`src/rtl/alu_mul_sequencer.sv`:
```
// alu_mul_sequencer: iterative unsigned shift-add multiplier that borrows an
// external ALU (add mode) for one add per multiplier bit and returns the full
// 2*size-bit product over a valid/ready response channel.
module alu_mul_sequencer #(
  parameter int         size    = 32,
  parameter logic [2:0] SEL_ADD = 3'b000
) (
  input  logic            clk,
  input  logic            reset,
  input  logic            req_valid,
  output logic            req_ready,
  input  logic [size-1:0] req_a,
  input  logic [size-1:0] req_b,
  output logic            rsp_valid,
  input  logic            rsp_ready,
  output logic [size-1:0] rsp_hi,
  output logic [size-1:0] rsp_lo,
  output logic            busy,
  output logic [size-1:0] alu_a,
  output logic [size-1:0] alu_b,
  output logic [2:0]      alu_sel,
  input  logic [size-1:0] alu_s,
  input  logic            alu_c
);

  localparam int CW = $clog2(size) + 1;
  localparam logic [CW-1:0] LAST = CW'(size - 1);

  typedef enum logic [1:0] {IDLE, RUN, DONE} state_t;

  state_t            state;
  logic [size-1:0]   mcand;
  logic [size-1:0]   acc;
  logic [size-1:0]   mplr;
  logic [CW-1:0]     cnt;

  // Control FSM plus shift-add datapath; handshake flags are registered
  // alongside the state so they change on the same edge as the state.
  always_ff @(posedge clk or posedge reset) begin
    if (reset) begin
      state     <= IDLE;
      mcand     <= '0;
      acc       <= '0;
      mplr      <= '0;
      cnt       <= '0;
      req_ready <= 1'b1;
      rsp_valid <= 1'b0;
      busy      <= 1'b0;
    end else begin
      case (state)
        IDLE: begin
          if (req_valid) begin
            mcand     <= req_a;
            mplr      <= req_b;
            acc       <= '0;
            cnt       <= '0;
            state     <= RUN;
            req_ready <= 1'b0;
            busy      <= 1'b1;
          end
        end
        RUN: begin
          // The ALU carry becomes the new top bit of acc, so nothing is lost
          // on the right shift; the sum's LSB drops into the product low half.
          acc  <= {alu_c, alu_s[size-1:1]};
          mplr <= {alu_s[0], mplr[size-1:1]};
          cnt  <= cnt + 1'b1;
          if (cnt == LAST) begin
            state     <= DONE;
            rsp_valid <= 1'b1;
          end
        end
        DONE: begin
          if (rsp_ready) begin
            state     <= IDLE;
            rsp_valid <= 1'b0;
            busy      <= 1'b0;
            req_ready <= 1'b1;
          end
        end
        default: begin
          state     <= IDLE;
          rsp_valid <= 1'b0;
          busy      <= 1'b0;
          req_ready <= 1'b1;
        end
      endcase
    end
  end

  // ALU operands: only driven during RUN so the shared ALU sees zeros otherwise.
  always_comb begin
    alu_a = '0;
    alu_b = '0;
    if (state == RUN) begin
      alu_a = acc;
      alu_b = mplr[0] ? mcand : '0;
    end
  end

  assign alu_sel = SEL_ADD;
  assign rsp_hi  = acc;
  assign rsp_lo  = mplr;

endmodule

```
`config.mk`:
```
export PLATFORM = sky130hd
export DESIGN_NAME = alu_mul_sequencer
export DESIGN_NICKNAME = d
export VERILOG_FILES = /design/src/rtl/alu_mul_sequencer.sv
export SDC_FILE = /design/constraint.sdc
export NUM_CORES = 1
export LEC_CHECK = 0
export BUFFER_PORTS_ARGS = -buffer_cell sky130_fd_sc_hd__buf_4
export CORE_MARGIN = 8
export CORE_UTILIZATION = 47
export CTS_BUF_LIST = sky130_fd_sc_hd__clkbuf_8 sky130_fd_sc_hd__clkbuf_16
export DETAILED_ROUTE_END_ITERATION = 7
export PLACE_DENSITY = 0.88
export SLEW_MARGIN = 0
export SYNTH_ARGS = -nofsm -noshare
export SYNTH_HDL_FRONTEND = slang
export SYNTH_SLANG_ARGS = --single-unit
```
`constraint.sdc`:
```
create_clock -name clk -period 4.8 [get_ports clk]
set_clock_uncertainty 0.1 [all_clocks]
set_input_delay 0.96 -clock clk [delete_from_list [all_inputs] [get_ports clk]]
set_output_delay 0.96 -clock clk [all_outputs]
set_load 0.01 [all_outputs]
```
Word level (Yosys, flattened, before mapping)
Index checks and enable logic that the tools add are counted.
{ "totals": {"regBits": 107, "input_bits": 101, "output_inout_bits": 134, "word_cells": 45} }
{ "classes": {"n_addsub": 1, "n_eq_ne": 6, "n_mux": 21, "bitwise": 2, "reduce_logical": 7} }
{ "op_table": {"columns": ["operator", "count"], "rows": [
  ["$mux 32", 5],
  ["$pmux 32 s2", 2],
  ["$pmux 6 s2", 1],
  ["$pmux 1 s3", 3],
  ["$reduce_and 3->1", 3],
  ["$add 6x1->6 const B", 1],
  ["$eq 6x5->1 const B", 1],
  ["$mux 2", 3],
  ["$mux 6", 1],
  ["$ne 2x2->1 const B", 3],
  ["$pmux 2 s3", 1],
  ["$mux 1", 5],
  ["$reduce_and 2->1", 2],
  ["$eq 2x1->1 const B", 1],
  ["$eq 2x2->1 const B", 1],
  ["$logic_not 2->1", 1],
  ["$not 1->1", 2],
  ["$reduce_bool 2->1", 1]
]} }

Depth between registers and ports, before layout
Gate-level depths: netlist of the first run.
{ "logic_depth": {"ltp_word": 3, "ltp_mapped": 7, "ltp_nobuf": 4} }

Worst setup path before layout of the first run
No wires, ideal clock.
{ "synth_timing": {"path_type": "register to output", "startpoint": "reg state[0]", "endpoint": "out alu_b[0]", "arrival_time_ns": 1.213, "required_ns": 3.740, "slack_ns": 2.527, "stages_incl_launch_ff": 6, "path_buffers": 3, "path_cell_list": "dfrtp_1 -> buf_6 -> nor2b_1 -> buf_2 -> clkbuf_1 -> and3_1"} }
{ "synth_between": {"elab_chain_len": 2} }
{ "synth_rtl": {"columns": ["element", "line_no", "source"], "rows": [
  ["start, declared", "31", "state_t state;"],
  ["start signal, assigned", "41", "state <= IDLE;"],
  ["start signal, assigned", "57", "state <= RUN;"],
  ["start signal, assigned", "69", "state <= DONE;"],
  ["$eq 2x1->1", "95", "if (state == RUN) begin"],
  ["$mux 32", "95", null],
  ["end, declared", "20", "output logic [size-1:0] alu_b,"]
]} }
No other way between the ends.

Worst setup path in the final report of the first run
{ "layout_timing": {"startpoint": "reg state[1]", "endpoint": "out alu_a[6]"} }
{ "layout_between": {"elab_chain_len": 2} }
{ "layout_rtl": {"columns": ["element", "line_no", "source"], "rows": [
  ["$eq 2x1->1", "95", null],
  ["$mux 32", "95", null],
  ["end, declared", "19", "output logic [size-1:0] alu_a,"]
]} }
No other way between the ends.

==> flow_summary.json, run 1 <==
{
  "cp_slowest_cell": "dfrtp_1",
  "power_density_nw_per_um2": 614,
  "crit_chain": "nor2b_4 -> buf_12 -> and2_1 -> buf_4",
  "synth_top_family_by_area": "simple AND/OR/NAND/NOR gates",
  "irDropWorstVdd_v": 0.000334,
  "arrival_ns": 2.58,
  "nNetsFinal": 792,
  "post_cts_resized": 0,
  "ys.flop_type": "dfrtp_1",
  "io_buffers": 231,
  "grt_first_pass_wirelength_um": 23100,
  "switching_share_pct": 37.5,
  "yosys-top-cells-count": "dfrtp_1, nand2_1, o21ai_0, nand3_1",
  "slew_headroom_pct": 19.0,
  "first_pass_iters": 4,
  "cts_buffers": 9,
  "avgSynthCellArea_sq_um": 10.3,
  "num_io_pins": 235,
  "cap_violations": 0,
  "cp-end-kind": "output port",
  "core_area_sq_um": 10300,
  "p_int_mw": 2.65,
  "path_max_fanout": 70,
  "pwr-share-comb_pct": 50.7,
  "start_util_pct": 48.3,
  "die_area_sq_um": 14200,
  "setup_ws_ns": 1.16,
  "async_flop_share_pct": 100,
  "gp_congestion": 0.812,
  "p_leak_nw": 3.63,
  "clk_latency_ns": 0.36,
  "synth_cell_types": 33,
  "num_antenna_cells": 0,
  "cp_data_required_time_ns": 3.74,
  "fp-row-count": 37,
  "clkSlewWorstSetupHoldPaths_ns": 0.09,
  "p_switching_mw": 1.59,
  "synth_simple_gate_area_share_pct": 20.9,
  "remaining_drc_errors": 0,
  "clockPowerShare_pct": 11.4,
  "drive_above_1_share_pct": 41.4,
  "grt_pass1_vias": 4585,
  "synth_compound_area_share_pct": 10.1,
  "dieWidth_um": 119,
  "yosysTopAreaCellShare_pct": 53.2,
  "tightest_slew_ns": 1.21,
  "ys_seq_area_share_pct": 53.7,
  "rsz0062_at_grt": "no",
  "antenna_found_initial": 0,
  "place_ws_ns": 1.58,
  "ys_top_cells_by_area": "dfrtp_1, mux2_4, nand2_1, a22oi_1, and2_1",
  "yosysTopAreaCell": "dfrtp_1",
  "slew_violations": 0,
  "ys_ff_latch": 107,
  "cts_root_buf": "clkbuf_8",
  "whs_ns": 0.404,
  "setup_viol_count_final": 0,
  "fillerInstances": 755,
  "synth_xor_area_share_pct": 0,
  "fmax_mhz": 275,
  "grt_max_degree": 71,
  "ant_nets": 0,
  "status": "finished clean",
  "hold_viol_final": 0,
  "seqPwrFrac_pct": 37.9,
  "cts_hold_buf": 0,
  "tritoncts": "built",
  "synthAdderAreaFrac_pct": 0.251,
  "htreeDepth": 3,
  "min_path_type": "flop to flop",
  "fin_setup_tns_ns": 0,
  "fin_crit_ns": 3.64,
  "yosysMostFrequentCell": "dfrtp_1",
  "syn_inst": 485,
  "vias_per_cell": 5.15,
  "routed_wl_um": 14400,
  "drtIter0Drc": 346,
  "cts_sinks": 107,
  "cp_slowest_stage_delay_ns": 0.82,
  "ys_warn_count": 0,
  "critical_path_class": "flop to output port",
  "post_drt_wl_per_cell_um": 17.3,
  "area_growth_pct": 38.2,
  "min_period_over_period_pct": 75.8,
  "vias": 4276,
  "post_cts_buffers": 0,
  "grt-ovfl-total": 0,
  "track_usage_pct": 19.7,
  "synth-edff-count": 0,
  "synth_area_sq_um": 4990,
  "cts_buffer_depth": 2,
  "dieHeight_um": 119,
  "cp-start-kind": "flop",
  "dp_hpwl_um": 10300,
  "synthMuxAreaShare_pct": 9.83
}
-- metal layers --
| layer | global-route usage (%) | vias to the layer above | part of all wire (%) |
|---|---|---|---|
| met4 | 8.62 | 0 | 2.8 |
| met1 | 22.6 | 2036 | 40 |
| li1 | - | 2047 | - |
| met5 | 0 | - | 0 |
| met3 | 5.01 | 27 | 6.4 |
| met2 | 34.1 | 166 | 51 |
-- flip-flops by register name, summed over array words and instances (netlist names) --
signal     cells
busy           1
cnt            6
mcand         32
req_ready      1
rsp_hi        32
rsp_lo        32
rsp_valid      1
state          2
-- area by class of cell --
class,instances,area (sq um),share of cell area [%]
timing repair buffer,236,1780,25.9
inverter,4,17.5,0.254
sequential,107,2680,38.8
clock buffer,10,138,2.00
multi-input combinational,332,2070,30.1
tap,136,170,2.47
clock inverter,6,33.8,0.490
-- path summary, 6_finish.rpt --
check	startpoint	end	slack, ns	cells after the start
worst max register to register	state[1]	mcand[13]	2.03	2
worst max-delay path	state[1]	alu_a[6]	1.16	4
max in group asynchronous	reset	mcand[15]	2.92	3
worst min register to register	cnt[5]	cnt[5]	0.40	1
worst min-delay path	cnt[5]	cnt[5]	0.40	1
min in group asynchronous	reset	mcand[12]	0.66	2
-- kinds of logic (layout without fill, tap and decap cells) --
group                      count (synthesis)  count (layout)
adders and majority gates                  1               1
and+or+nand+nor                          215             215
buffers and inverters                     48             256
other                                      1               3
muxes                                     33              33
DFF                                      107             107
AOI/OAI and AO/OA                         80              80
-- cell usage in the layout (no fill, tap or decap), drive strengths merged --
cell type,Yosys,routed
dfstp,1,1
o311ai,1,1
mux2i,1,1
o2bb2ai,1,1
a22oi,32,32
o22a,1,1
nand2,103,103
nor2b,5,5
clkinvlp,0,1
conb,1,3
clkinv,0,3
or3b,1,1
o22ai,1,1
nand2b,1,1
nor3b,1,1
nand3,34,34
buf,21,236
inv,4,6
and3,32,32
o41ai,1,1
a21o,1,1
a21oi,3,3
o21bai,1,1
dfrtp,106,106
o21ai,38,38
ha,1,1
nand4,1,1
or3,2,2
nor2,3,3
mux2,32,32
and2,32,32
clkbuf,23,10
-- worst max-delay path: cells and delay by family (launching register included) --
kind	cells	cell delay [ns]
and+or+nand+nor	2	0.90
DFF	1	0.82
buffers and inverters	2	0.44
-- through the flow --
stage	total power, mW	area, sq um	cells	utilization [%]
2_1_floorplan	2.75	5000	487	-
3_3_place_gp	3.70	6720	815	65.1
3_5_place_dp	3.79	6720	815	65.1
4_1_cts	4.28	6900	831	66.8
5_1_grt	4.53	6900	831	66.8
6_report	4.24	6900	831	66.8
-- power groups by stage --
stage | Sequential, mW | Clock, mW | Combinational, mW
final | 1.61 | 0.483 | 2.15
after floorplan | 1.62 | 0 | 1.13
after detailed placement | 1.61 | 0 | 2.18
after global routing | 1.66 | 0.535 | 2.34
after global placement | 1.58 | 0 | 2.12
after CTS | 1.60 | 0.499 | 2.18
No activity file was read; power rests on OpenSTA's default activity.
==> inputs of run 2 (changes only) <==
--- a/config.mk
+++ b/config.mk
@@ -7,10 +7,10 @@
 export LEC_CHECK = 0
 export BUFFER_PORTS_ARGS = -buffer_cell sky130_fd_sc_hd__buf_4
 export CORE_MARGIN = 8
-export CORE_UTILIZATION = 47
+export CORE_UTILIZATION = 42
 export CTS_BUF_LIST = sky130_fd_sc_hd__clkbuf_8 sky130_fd_sc_hd__clkbuf_16
 export DETAILED_ROUTE_END_ITERATION = 7
-export PLACE_DENSITY = 0.88
+export PLACE_DENSITY = 0.83
 export SLEW_MARGIN = 0
 export SYNTH_ARGS = -nofsm -noshare
 export SYNTH_HDL_FRONTEND = slang
==> constraint.sdc (replaced) <==
create_clock -name clk -period 3.2 [get_ports clk]
set_clock_uncertainty 0.1 [all_clocks]
set_input_delay 0.64 -clock clk [delete_from_list [all_inputs] [get_ports clk]]
set_output_delay 0.64 -clock clk [all_outputs]
set_load 0.01 [all_outputs]
==> run 2 against run 1 <==
Against the previous run:
- final cell count up 2.0%
- register-to-register slack got worse by 1.1 ns
- final area rose by 3.9%
==> flow_summary.json, run 2 (same netlist as run 1, synthesis figures left out) <==
{
  "status": "finished clean",
  "first_pass_iters": 5,
  "setup_viol_count_final": 0,
  "cap_violations": 0,
  "fin_setup_tns_ns": 0,
  "critical_path_class": "flop to output port",
  "r2r-start": "state[1]",
  "rsz0062_at_grt": "no",
  "min_period_over_period_pct": 84.6,
  "p_leak_nw": 3.75,
  "grt_pass1_vias": 4546,
  "cts_buffers": 9,
  "post_cts_resized": 0,
  "timing.rr.end": "mcand[26]",
  "cp-start-kind": "flop",
  "routed_wl_um": 14300,
  "slew_headroom_pct": 25.5,
  "cp-end-kind": "output port",
  "irDropWorstVdd_v": 0.000468,
  "antenna_found_initial": 0,
  "grt_first_pass_wirelength_um": 23200,
  "vias_per_cell": 5.10,
  "power_mw": 7.00,
  "dieHeight_um": 125,
  "path_max_fanout": 69,
  "cp_slowest_stage_delay_ns": 0.46,
  "cp_slowest_cell": "buf_4",
  "drive_above_1_share_pct": 41.9,
  "core_area_sq_um": 11800,
  "ant_nets": 0,
  "cp_data_required_time_ns": 2.46,
  "grt-ovfl-total": 0,
  "cts_sinks": 107,
  "layout_common_cells": "buf_4, dfrtp_1, nand2_1",
  "slew_violations": 0,
  "io_buffers": 231,
  "place_ws_ns": 0.787,
  "path_common_cell": "buf_4",
  "area_growth_pct": 43.6,
  "whs_ns": 0.227,
  "drtIter0Drc": 370,
  "power_density_nw_per_um2": 977,
  "arrival_ns": 1.97,
  "fp-row-count": 40,
  "htreeDepth": 3,
  "placed_cell_area_sq_um": 6780,
  "gp_congestion": 0.770,
  "cts_hold_buf": 0,
  "start_util_pct": 42.2,
  "reg2reg_slack_ns": 0.89,
  "die_area_sq_um": 15600,
  "num_antenna_cells": 0,
  "crit_chain": "buf_4 -> nor2b_4 -> buf_4 -> and2_1 -> buf_4",
  "num_io_pins": 235,
  "dp_hpwl_um": 10600,
  "setup_ws_ns": 0.493,
  "fillerInstances": 997,
  "track_usage_pct": 17.8,
  "min_path_type": "input pin to asynchronous set/reset pin",
  "remaining_drc_errors": 0,
  "fin_crit_ns": 2.71,
  "clk_latency_ns": 0.33,
  "tritoncts": "built",
  "post_drt_wl_per_cell_um": 16.8,
  "dieWidth_um": 125,
  "cts_root_buf": "clkbuf_16",
  "fmax_mhz": 369,
  "hold_viol_final": 0,
  "cts_buffer_depth": 2,
  "clkSlewWorstSetupHoldPaths_ns": 0.07,
  "tightest_slew_ns": 1.12,
  "grt_max_degree": 70,
  "vias": 4321,
  "post_cts_buffers": 0,
  "nNetsFinal": 798,
  "design_area_sq_um": 7170,
  "r2r_cells": 3,
  "final_common_cell": "buf_4"
}
[run 2: changes by cell type in the layout (fill, tap and decap cells not counted)]
cell,change
clkbuf_8,-10
clkbuf_16,+9
buf_4,+6
bufinv_16,+5
clkinv_2,-2
clkinv_4,-1
inv_4,-1
[run 2: worst max-delay path by stage]
| stage | cells past startpoint | to | startpoint | slack [ns] |
|---|---|---|---|---|
| after CTS | 5 | alu_a[28] | state[0] | 0.47 |
| after global routing | 5 | alu_a[3] | state[0] | 0.35 |
| after global placement | 4 | cnt[5] | req_valid | 0.87 |
| final | 5 | alu_a[1] | state[0] | 0.49 |
| after detailed placement | 4 | cnt[5] | req_valid | 0.79 |
| after floorplan | 1 | busy | reset | 1.17 |
[run 2: worst max-delay path, delay by kind of cell (launching register included)]
family | cells | cell delay (ns)
simple gates | 2 | 0.41
buf+inv | 3 | 0.83
flops | 1 | 0.36
[run 2: where the power goes]
| group | switching, mW | total, mW | internal (mW) |
|---|---|---|---|
| Clock | 0.474 | 1.39 | 0.918 |
| Combinational | 1.47 | 3.20 | 1.73 |
| Sequential | 0.462 | 2.41 | 1.94 |
| Total | 2.40 | 7.00 | 4.60 |
[run 2: layout make-up]
type	count	area, sq um	area share [%]
Clock buffer	9	225	3.14
Clock inverter	7	158	2.20
Inverter	4	18.8	0.262
Multi-Input combinational cell	332	2070	28.9
Sequential cell	107	2680	37.4
Tap cell	147	184	2.57
Timing Repair Buffer	242	1830	25.5
[run 2: metal layers]
metal	wire length (um)	share of wire [%]	GRT usage (%)	up-vias
li1	-	-	-	2069
met1	5870	41	21.3	2072
met2	7150	50	30.3	166
met3	1060	7.5	5.18	14
met4	169	1.2	5.01	0
met5	0	0	0	-
[run 2: per-stage QoR]
step	utilization (%)	cells
after floorplan	-	487
after global placement	57.4	832
after detailed placement	57.4	832
after CTS	60.7	848
after global routing	60.7	848
final	60.7	848
